`config.mk`:
```
export PLATFORM = sky130hd
export DESIGN_NAME = spi_slave_responder
export DESIGN_NICKNAME = d
export VERILOG_FILES = /design/src/rtl/spi_slave_responder_pkg.sv /design/src/rtl/spi_slave_fifo.sv /design/src/rtl/spi_slave_responder.sv
export SDC_FILE = /design/constraint.sdc
export NUM_CORES = 1
export LEC_CHECK = 0
export CAP_MARGIN = 20
export CELL_PAD_IN_SITES_DETAIL_PLACEMENT = 1
export CELL_PAD_IN_SITES_GLOBAL_PLACEMENT = 1
export CORE_MARGIN = 2
export CORE_UTILIZATION = 35
export CTS_BUF_LIST = sky130_fd_sc_hd__clkbuf_4
export DETAILED_ROUTE_END_ITERATION = 10
export GPL_TIMING_DRIVEN = 0
export PLACE_DENSITY = 0.57
export SYNTH_ARGS = -nofsm -noshare
export SYNTH_HDL_FRONTEND = slang
export SYNTH_SLANG_ARGS = --single-unit
```
`constraint.sdc`:
```
create_clock -name clk -period 7 [get_ports clk]
set_input_delay 1.05 -clock clk [delete_from_list [all_inputs] [get_ports clk]]
set_output_delay 1.05 -clock clk [all_outputs]
set_load 0.01 [all_outputs]
```
`src/rtl/spi_slave_responder_pkg.sv`:
```
// Shared definitions for the SPI slave responder: idle byte default and FSM state type.
package spi_slave_responder_pkg;

  localparam logic [7:0] DUMMY_BYTE = 8'hFF;

  typedef enum logic {
    IDLE,
    ACTIVE
  } state_t;

endpackage

```
`src/rtl/spi_slave_fifo.sv`:
```
// Single-clock synchronous FIFO with show-ahead read: q always presents the head entry.
module spi_slave_fifo #(
  parameter int  DEPTH = 16,
  parameter int  WIDTH = 8,
  localparam int AW    = $clog2(DEPTH)
) (
  input  logic             clk,
  input  logic             n_rst,
  input  logic [WIDTH-1:0] data,
  input  logic             wrreq,
  input  logic             rdreq,
  output logic [WIDTH-1:0] q,
  output logic [AW:0]      used,
  output logic             full,
  output logic             empty
);
  localparam logic [AW:0] FULL_CNT = (AW + 1)'(DEPTH);

  logic [WIDTH-1:0] mem [DEPTH];
  logic [AW-1:0]    wr_ptr_reg;
  logic [AW-1:0]    rd_ptr_reg;
  logic [AW:0]      used_reg;
  logic             do_wr;
  logic             do_rd;

  // A pop on an empty FIFO is ignored, so a same-cycle write into an empty FIFO is kept.
  assign do_wr = wrreq & ~full;
  assign do_rd = rdreq & ~empty;

  always_ff @(posedge clk) begin
    if (do_wr) begin
      mem[wr_ptr_reg] <= data;
    end
  end

  always_ff @(posedge clk or negedge n_rst) begin
    if (!n_rst) begin
      wr_ptr_reg <= '0;
      rd_ptr_reg <= '0;
      used_reg   <= '0;
    end else begin
      if (do_wr) begin
        wr_ptr_reg <= wr_ptr_reg + 1'b1;
      end
      if (do_rd) begin
        rd_ptr_reg <= rd_ptr_reg + 1'b1;
      end
      case ({do_wr, do_rd})
        2'b10:   used_reg <= used_reg + 1'b1;
        2'b01:   used_reg <= used_reg - 1'b1;
        default: used_reg <= used_reg;
      endcase
    end
  end

  assign q     = mem[rd_ptr_reg];
  assign used  = used_reg;
  assign full  = (used_reg == FULL_CNT);
  assign empty = (used_reg == '0);

endmodule

```
`src/rtl/spi_slave_responder.sv`:
```
// SPI slave (CPHA=0) oversampled on clk: mosi is deserialised into rx_data/rx_valid,
// miso is fed from a TX FIFO, falling back to DUMMY (and flagging underrun) when it runs dry.
module spi_slave_responder
  import spi_slave_responder_pkg::*;
#(
  parameter bit          CPOL       = 1'b0,
  parameter int          FIFO_DEPTH = 16,
  parameter logic [7:0]  DUMMY      = DUMMY_BYTE,
  localparam int         UW         = $clog2(FIFO_DEPTH) + 1
) (
  input  logic          clk,
  input  logic          n_rst,
  input  logic          sclk,
  input  logic          n_cs,
  input  logic          mosi,
  output logic          miso,
  input  logic [7:0]    tx_data,
  input  logic          tx_wrreq,
  output logic          tx_full,
  output logic [UW-1:0] tx_used,
  output logic [7:0]    rx_data,
  output logic          rx_valid,
  output logic [7:0]    frame_len,
  output logic          frame_done,
  output logic          underrun
);
  // Bit order in the synchroniser vectors: {sclk, n_cs, mosi}.
  localparam logic [2:0] SYNC_IDLE = {CPOL, 1'b1, 1'b0};

  logic [2:0] sync0_reg, sync1_reg, hist_reg;
  logic       lead_reg, trail_reg, cs_fall_reg, cs_rise_reg;
  logic       rise, fall;

  state_t     state_reg, state_next;
  logic [7:0] shift_in_reg, shift_in_next;
  logic [7:0] shift_out_reg, shift_out_next;
  logic [2:0] bit_cnt_reg, bit_cnt_next;
  logic [7:0] byte_cnt_reg, byte_cnt_next;
  logic       byte_done_reg, byte_done_next;
  logic [7:0] rx_data_reg, rx_data_next;
  logic       rx_valid_reg, rx_valid_next;
  logic [7:0] frame_len_reg, frame_len_next;
  logic       frame_done_reg, frame_done_next;
  logic       underrun_reg, underrun_next;

  logic       fifo_rd;
  logic       fifo_empty;
  logic [7:0] fifo_q;
  logic [7:0] load_byte;
  logic       mosi_d;

  assign rise   = sync1_reg[2] & ~hist_reg[2];
  assign fall   = ~sync1_reg[2] & hist_reg[2];
  assign mosi_d = hist_reg[0];

  // Edge strobes are registered; hist_reg[0] holds mosi aligned with them.
  always_ff @(posedge clk or negedge n_rst) begin
    if (!n_rst) begin
      sync0_reg   <= SYNC_IDLE;
      sync1_reg   <= SYNC_IDLE;
      hist_reg    <= SYNC_IDLE;
      lead_reg    <= 1'b0;
      trail_reg   <= 1'b0;
      cs_fall_reg <= 1'b0;
      cs_rise_reg <= 1'b0;
    end else begin
      sync0_reg   <= {sclk, n_cs, mosi};
      sync1_reg   <= sync0_reg;
      hist_reg    <= sync1_reg;
      lead_reg    <= CPOL ? fall : rise;
      trail_reg   <= CPOL ? rise : fall;
      cs_fall_reg <= ~sync1_reg[1] & hist_reg[1];
      cs_rise_reg <= sync1_reg[1] & ~hist_reg[1];
    end
  end

  spi_slave_fifo #(
    .DEPTH (FIFO_DEPTH),
    .WIDTH (8)
  ) u_fifo (
    .clk   (clk),
    .n_rst (n_rst),
    .data  (tx_data),
    .wrreq (tx_wrreq),
    .rdreq (fifo_rd),
    .q     (fifo_q),
    .used  (tx_used),
    .full  (tx_full),
    .empty (fifo_empty)
  );

  assign load_byte = fifo_empty ? DUMMY : fifo_q;

  always_comb begin
    state_next      = state_reg;
    shift_in_next   = shift_in_reg;
    shift_out_next  = shift_out_reg;
    bit_cnt_next    = bit_cnt_reg;
    byte_cnt_next   = byte_cnt_reg;
    byte_done_next  = byte_done_reg;
    rx_data_next    = rx_data_reg;
    rx_valid_next   = 1'b0;
    frame_len_next  = frame_len_reg;
    frame_done_next = 1'b0;
    underrun_next   = underrun_reg;
    fifo_rd         = 1'b0;

    case (state_reg)
      IDLE: begin
        if (cs_fall_reg) begin
          state_next     = ACTIVE;
          bit_cnt_next   = '0;
          byte_cnt_next  = '0;
          byte_done_next = 1'b0;
          shift_out_next = load_byte;
          underrun_next  = fifo_empty;
          fifo_rd        = 1'b1;
        end
      end
      ACTIVE: begin
        if (cs_rise_reg) begin
          // Partial byte and any popped-but-unsent byte are dropped here.
          state_next      = IDLE;
          frame_len_next  = byte_cnt_reg;
          frame_done_next = 1'b1;
        end else if (lead_reg) begin
          shift_in_next = {shift_in_reg[6:0], mosi_d};
          bit_cnt_next  = bit_cnt_reg + 3'd1;
          if (bit_cnt_reg == 3'd7) begin
            rx_data_next   = {shift_in_reg[6:0], mosi_d};
            rx_valid_next  = 1'b1;
            byte_done_next = 1'b1;
            if (byte_cnt_reg != 8'hFF) begin
              byte_cnt_next = byte_cnt_reg + 8'd1;
            end
          end
        end else if (trail_reg) begin
          if (byte_done_reg) begin
            shift_out_next = load_byte;
            fifo_rd        = 1'b1;
            byte_done_next = 1'b0;
            if (fifo_empty) begin
              underrun_next = 1'b1;
            end
          end else begin
            shift_out_next = {shift_out_reg[6:0], 1'b0};
          end
        end
      end
      default: state_next = IDLE;
    endcase
  end

  always_ff @(posedge clk or negedge n_rst) begin
    if (!n_rst) begin
      state_reg      <= IDLE;
      shift_in_reg   <= '0;
      shift_out_reg  <= '0;
      bit_cnt_reg    <= '0;
      byte_cnt_reg   <= '0;
      byte_done_reg  <= 1'b0;
      rx_data_reg    <= '0;
      rx_valid_reg   <= 1'b0;
      frame_len_reg  <= '0;
      frame_done_reg <= 1'b0;
      underrun_reg   <= 1'b0;
    end else begin
      state_reg      <= state_next;
      shift_in_reg   <= shift_in_next;
      shift_out_reg  <= shift_out_next;
      bit_cnt_reg    <= bit_cnt_next;
      byte_cnt_reg   <= byte_cnt_next;
      byte_done_reg  <= byte_done_next;
      rx_data_reg    <= rx_data_next;
      rx_valid_reg   <= rx_valid_next;
      frame_len_reg  <= frame_len_next;
      frame_done_reg <= frame_done_next;
      underrun_reg   <= underrun_next;
    end
  end

  assign miso       = (state_reg == ACTIVE) & shift_out_reg[7];
  assign rx_data    = rx_data_reg;
  assign rx_valid   = rx_valid_reg;
  assign frame_len  = frame_len_reg;
  assign frame_done = frame_done_reg;
  assign underrun   = underrun_reg;

endmodule

```
==> Yosys cells after proc, flatten, opt, wreduce, memory -nomap -nowiden <==
Memories as Yosys holds them, arrays and structs flattened.
Index checks and enable logic that the tools add are counted.
{ "word_totals": {"reg_bits": 73, "ramBits": 128, "in_bits": 14, "out_inout_bits": 26, "elab_cells": 116, "memories": 1} }
{ "memory_table": {"columns": ["memory", "depth", "width", "rd", "rd_ports_with_merged_regs", "write_ports", "line_no", "text"], "rows": [
  ["u_fifo.mem", 16, 8, 1, 0, 1, "spi_slave_fifo.sv:19", "logic [WIDTH-1:0] mem [DEPTH];"]
]} }
{ "op_classes": {"addsub": 6, "n_eq_ne": 16, "mux": 47, "bitwise": 15, "n_reduce_logical": 10} }
{ "ops": {"columns": ["operator", "count"], "rows": [
  ["8-bit two-way mux", 11],
  ["8-bit case mux with 2 select lines", 2],
  ["1-bit two-way mux", 25],
  ["4-bit AND reduction", 3],
  ["2-bit inequality test, second input constant", 5],
  ["5-bit case mux with 2 select lines", 1],
  ["3-bit two-way mux", 3],
  ["4-bit by 1-bit adder with 4-bit output, second input constant", 2],
  ["8-bit by 1-bit adder with 8-bit output, second input constant", 1],
  ["2-bit by 1-bit inequality test with 1-bit output, second input constant", 4],
  ["8-bit inequality test, second input constant", 1],
  ["1-bit NOT", 8],
  ["1-bit case mux with 2 select lines", 4],
  ["1-bit AND", 7],
  ["3-bit case mux with 2 select lines", 1],
  ["3-bit AND reduction", 2],
  ["6-bit AND reduction", 1],
  ["5-bit by 1-bit adder with 5-bit output, second input constant", 1],
  ["5-bit equality test, second input constant", 1],
  ["5-bit logical NOT", 1],
  ["5-bit AND reduction", 1],
  ["5-bit by 1-bit subtractor with 5-bit output, second input constant", 1],
  ["3-bit by 1-bit adder with 3-bit output, second input constant", 1],
  ["3-bit equality test, second input constant", 1],
  ["other kinds (6)", 6]
]} }

==> Longest topological paths before layout <==
{ "depth": {"word_depth": 8, "depth_mapped": 12, "ltp_nobuf": 10} }

==> Modules after synthesis <==
From an unflattened synthesis, not the netlist that was laid out.
{ "hier_totals": {"cells_unflattened": 552, "area_unflattened_um2": 8210.4} }
{ "by_module_without_submodules": {"columns": ["mod", "instances", "cells_each", "area_each_um2"], "rows": [
  ["spi_slave_fifo", 1, 332, 5779.3],
  ["spi_slave_responder", 1, 220, 2431.1]
]} }

==> Worst setup path before layout <==
OpenSTA, ideal clock, no wires.
{ "synth_timing": {"path_type": "input to register", "start": "input port tx_wrreq", "end": "register u_fifo.used_reg[4], in the netlist u_fifo.used[4]", "setup_time_ns": 0.129, "t_arrival_ns": 2.784, "setup_slack_ns": 4.087, "stages": 10, "n_path_buf": 1, "cell_sequence": "a21boi_2 > inv_1 > ha_1 > clkbuf_1 > xor2_1 > ha_1 > o211a_1 > o31ai_1 > a31oi_1 > xor2_1"} }
{ "synth_between": {"elab_chain_cells": 3, "word_cells_on_any_way": 5} }
{ "synth_rtl": {"columns": ["element", "line_no", "text"], "rows": [
  ["from (decl)", "spi_slave_responder.sv:18", "input logic tx_wrreq,"],
  ["1-bit AND (*)", "spi_slave_fifo.sv:27", "assign do_wr = wrreq & ~full;"],
  ["2-bit by 1-bit equality test with 1-bit output or 2-bit equality test (tied branches)", "spi_slave_fifo.sv:48", "case ({do_wr, do_rd})"],
  ["5-bit case mux with 2 select lines or 2-bit nonzero test (tied branches)", null, null],
  ["to (signal assigned)", "spi_slave_fifo.sv:49", "2'b10: used_reg <= used_reg + 1'b1;"],
  ["to (signal assigned)", "spi_slave_fifo.sv:50", "2'b01: used_reg <= used_reg - 1'b1;"],
  ["to (signal assigned)", "spi_slave_fifo.sv:51", "default: used_reg <= used_reg;"],
  ["to (decl)", "spi_slave_fifo.sv:22", "logic [AW:0] used_reg;"]
]} }
Mark *: on every way between the ends. The rest lies on a longest branch, timed or not.
A chain may end at the register's enable or synchronous reset.

==> Worst setup path after layout <==
{ "layout_timing": {"start": "register u_fifo.used_reg[2], in the netlist u_fifo.used[2]", "end": "output port tx_full"} }
{ "layout_between": {"elab_chain_cells": 1} }
{ "layout_rtl": {"columns": ["element", "line_no", "text"], "rows": [
  ["5-bit equality test", "spi_slave_fifo.sv:58", "assign full = (used_reg == FULL_CNT);"],
  ["to (decl)", "spi_slave_responder.sv:19", "output logic tx_full,"]
]} }
Every way passes these cells.

==> metrics.md <==
| Metric | Value |
|---|---|
| RSZ-0062 raised after global routing | `false` |
| Met2 Resource Use GR | `0.2553` |
| Number of synthesized flops with an enable pin | `128` |
| Critical Path End Type | `output port` |
| Flip-flop count of the largest register after layout | `128` |
| Async SR Flop Fraction | `0.3632` |
| Worst r2r path cells | `12` |
| CTS Buffer Depth | `3` |
| Max Slew Vio Count | `0` |
| DR vias/cell | `4.881` |
| Net Count, Synth | `517` |
| # clock sinks | `201` |
| Setup violators final | `0` |
| Cell with the most instances after synthesis | `edfxtp_1` |
| GR Util met1 | `0.1781` |
| Critical path type | `reg -> out` |
| Std cell rows | `55` |
| Reg2reg end | `u_fifo.used[4]$_DFFE_PN0P_` |
| Worst hold path class | `in -> async` |
| Final Hold Violating Endpoints | `0` |
| Top cells by count, synth | `edfxtp_1 (128), dfrtp_1 (70), nand2_1 (37)` |
| Number of CTS-inserted buffers | `55` |
| R2R Setup Slk | `3690 ps` |
| Final min period | `3400 ps` |
| Worst-path clk slew | `60 ps` |
| Starting Density | `0.3583` |
| Sw Pwr | `1.054 mW` |
| First-pass GRT wire length | `27,190 microns` |
| Detailed Route WL | `17,130 microns` |
| GRT Total Usage | `0.1468` |
| Final setup margin | `3600 ps` |
| Layout cell share with drive strength beyond 1 | `0.2556` |
| Global placer's final weighted congestion | `0.7562` |
| Vias in the first global route | `4,989` |
| Worst Tran Pin Value | `953.4 ps` |
| Most flops, register | `u_fifo.mem` |
| Clk_lat worst skew | `680 ps` |
| WHS | `225.0 ps` |
| Final Cycle Share | `0.4858` |
| Io pins | `40` |
| Ranking of synthesized cells by area | `edfxtp_1 (47%), dfrtp_1 (22%), mux4_2 (5.8%), mux2_2 (3.5%), mux4_1 (3.2%)` |
| Distinct cells, synth | `50` |
| Pin count of the biggest net entering global routing | `69` |
| Grt ovf | `0` |
| CP Launch Type | `flip-flop` |
| Flops & latches, synth | `201` |
| Post-placement cell area | `8929 sq um` |
| Cts repair resizes | `0` |
| Register area share after synthesis | `0.6974` |
| DR DRC count | `0` |
| Top FF cell, synth | `edfxtp_1` |
| Post-CTS Setup Repair Bufs | `0` |
| GRT Max-Usage Layer | `met2` |
| Pre-CTS setup slack | `3325 ps` |
| CTS tree | `built` |
| YS warnings | `0` |
| Pre-antenna DRT Iters | `4` |
| Total number of vias | `4,471` |
| DP HPWL | `11,090 microns` |
| Synth area leader | `edfxtp_1` |
| Int Pwr | `2.452 mW` |
| Antenna-violating nets left | `0` |
| Initial antenna violation count | `1` |
| Gate Count Post-Synth | `491` |
| H-Tree Depth | `2` |
| Critical R2R Launch | `state_reg$_DFF_PN0_` |
| DIE HEIGHT | `156.5 microns` |
| Avg Synthesized Cell Area | `16.57 sq um` |
| Flop pwr share | `0.430` |
| Switching Fraction | `0.3007` |
| Fmax | `294.1 MHz` |
| Hold_buf cts | `0` |
| Crit path arrival time | `2350 ps` |
| Worst Path Required | `5950 ps` |
| Status | `finished, final reports clean` |
| Share of Yosys cell area claimed by the top area cell type | `0.4724` |
| Met3 Track Usage GR | `0.03268` |
| Combinational power share | `0.268` |
| Area Overhead vs Synth | `18.65%` |
| Post-route cell area | `9654 sq um` |
| IO buf count | `39` |
| Wirelength per Cell | `18.70 microns` |
| Pwr Total | `3.507 mW` |
| Clock power frac | `0.302` |
| Fin nets | `615` |
| CTS root buffer | `clkbuf_4` |
| Power per cell area | `363.2 nW/um^2` |
| Clock skew | `60.38 ps` |
| Cell Area, Synth | `8137 sq um` |
| Die Span X | `156.5 microns` |
| Max VDD drop | `0.1518 mV` |
| DR iter-0 viols | `139` |
| Core outline area | `22,710 sq um` |
| Max-cap violations | `0` |
| Static leakage | `3.702 nW` |
| Slew margin rel. | `0.3621` |
| CP Max Fanout | `8` |
| Die ar. | `24,480 sq um` |
| Setup_tns | `0 ps` |
layout by cell type, fill, tap and decap left out, drive strengths merged, types with 8 or more instances in the layout:
cell | netlist | layout
xor2 | 8 | 8
clkdlybuf4s50 | 0 | 38
mux2i | 18 | 18
mux2 | 25 | 25
dfrtp | 70 | 70
mux4 | 31 | 31
clkinv | 0 | 10
nor3 | 14 | 14
nor2 | 27 | 27
buf | 15 | 18
inv | 13 | 14
clkbuf | 6 | 91
ha | 12 | 12
nand2 | 37 | 37
edfxtp | 128 | 128
o21ai | 13 | 13
routing by layer:
layer  vias up  part of all wire
met3        24             0.033
met4         0             0.019
li1       2093                 -
met5         -                 0
met1      2264              0.44
met2        90              0.51
cell type report:
type	count	area, sq um
Tap cell	285	356.6
Multi-Input combinational cell	256	2305
Clock buffer	85	638.1
Antenna cell	1	2.502
Clock inverter	13	85.08
Inverter	13	48.80
Sequential cell	201	5674
Fill cell	2283	13060
Buffer	21	123.9
Timing Repair Buffer	41	420.4
per-stage QoR:
| stage | cells | utilization |
|---|---|---|
| 3_5_place_dp | 817 | 0.3932 |
| 3_3_place_gp | 815 | 0.3912 |
| 5_1_grt | 916 | 0.4251 |
| 6_report | 916 | 0.4251 |
| 2_1_floorplan | 491 | - |
| 4_1_cts | 915 | 0.4250 |
power by group through the flow:
stage / clock network (mW) / logic [mW] / registers, mW
floorplan: 0 / 0.645 / 1.51
global placement: 0 / 0.928 / 1.52
detailed placement: 0 / 0.960 / 1.53
CTS: 1.11 / 0.962 / 1.51
global route: 1.17 / 1.02 / 1.53
finish: 1.06 / 0.938 / 1.51
worst max-delay path, cell delays in order, from the launching register on:
cell and delay (ps):
dfrtp_1 370, buf_2 170, nor4_1 450, and2_1 200, clkdlybuf4s50_1 530
cells by family after synthesis:
logic type	synth area share
muxes	0.1472
AOI/OAI and AO/OA	0.03675
buffers and inverters	0.02122
DFF	0.6974
and+or+nand+nor	0.06613
adders and majority gates	0.01845
xor gates and xnor gates	0.01292
how the worst max path moves through the flow:
stage	start	end	slack, ps	cells past startpoint
2_1_floorplan	tx_wrreq	u_fifo.used[4]$_DFFE_PN0P_	4090	10
3_3_place_gp	n_rst	sync0_reg[0]$_DFF_PN0_	2310	1
3_5_place_dp	tx_wrreq	u_fifo.used[4]$_DFFE_PN0P_	3330	11
4_1_cts	u_fifo.used[2]$_DFFE_PN0P_	tx_full	3530	4
5_1_grt	state_reg$_DFF_PN0_	u_fifo.used[4]$_DFFE_PN0P_	3400	12
6_report	u_fifo.used[2]$_DFFE_PN0P_	tx_full	3600	4
Power figures use the tool's default switching activity.
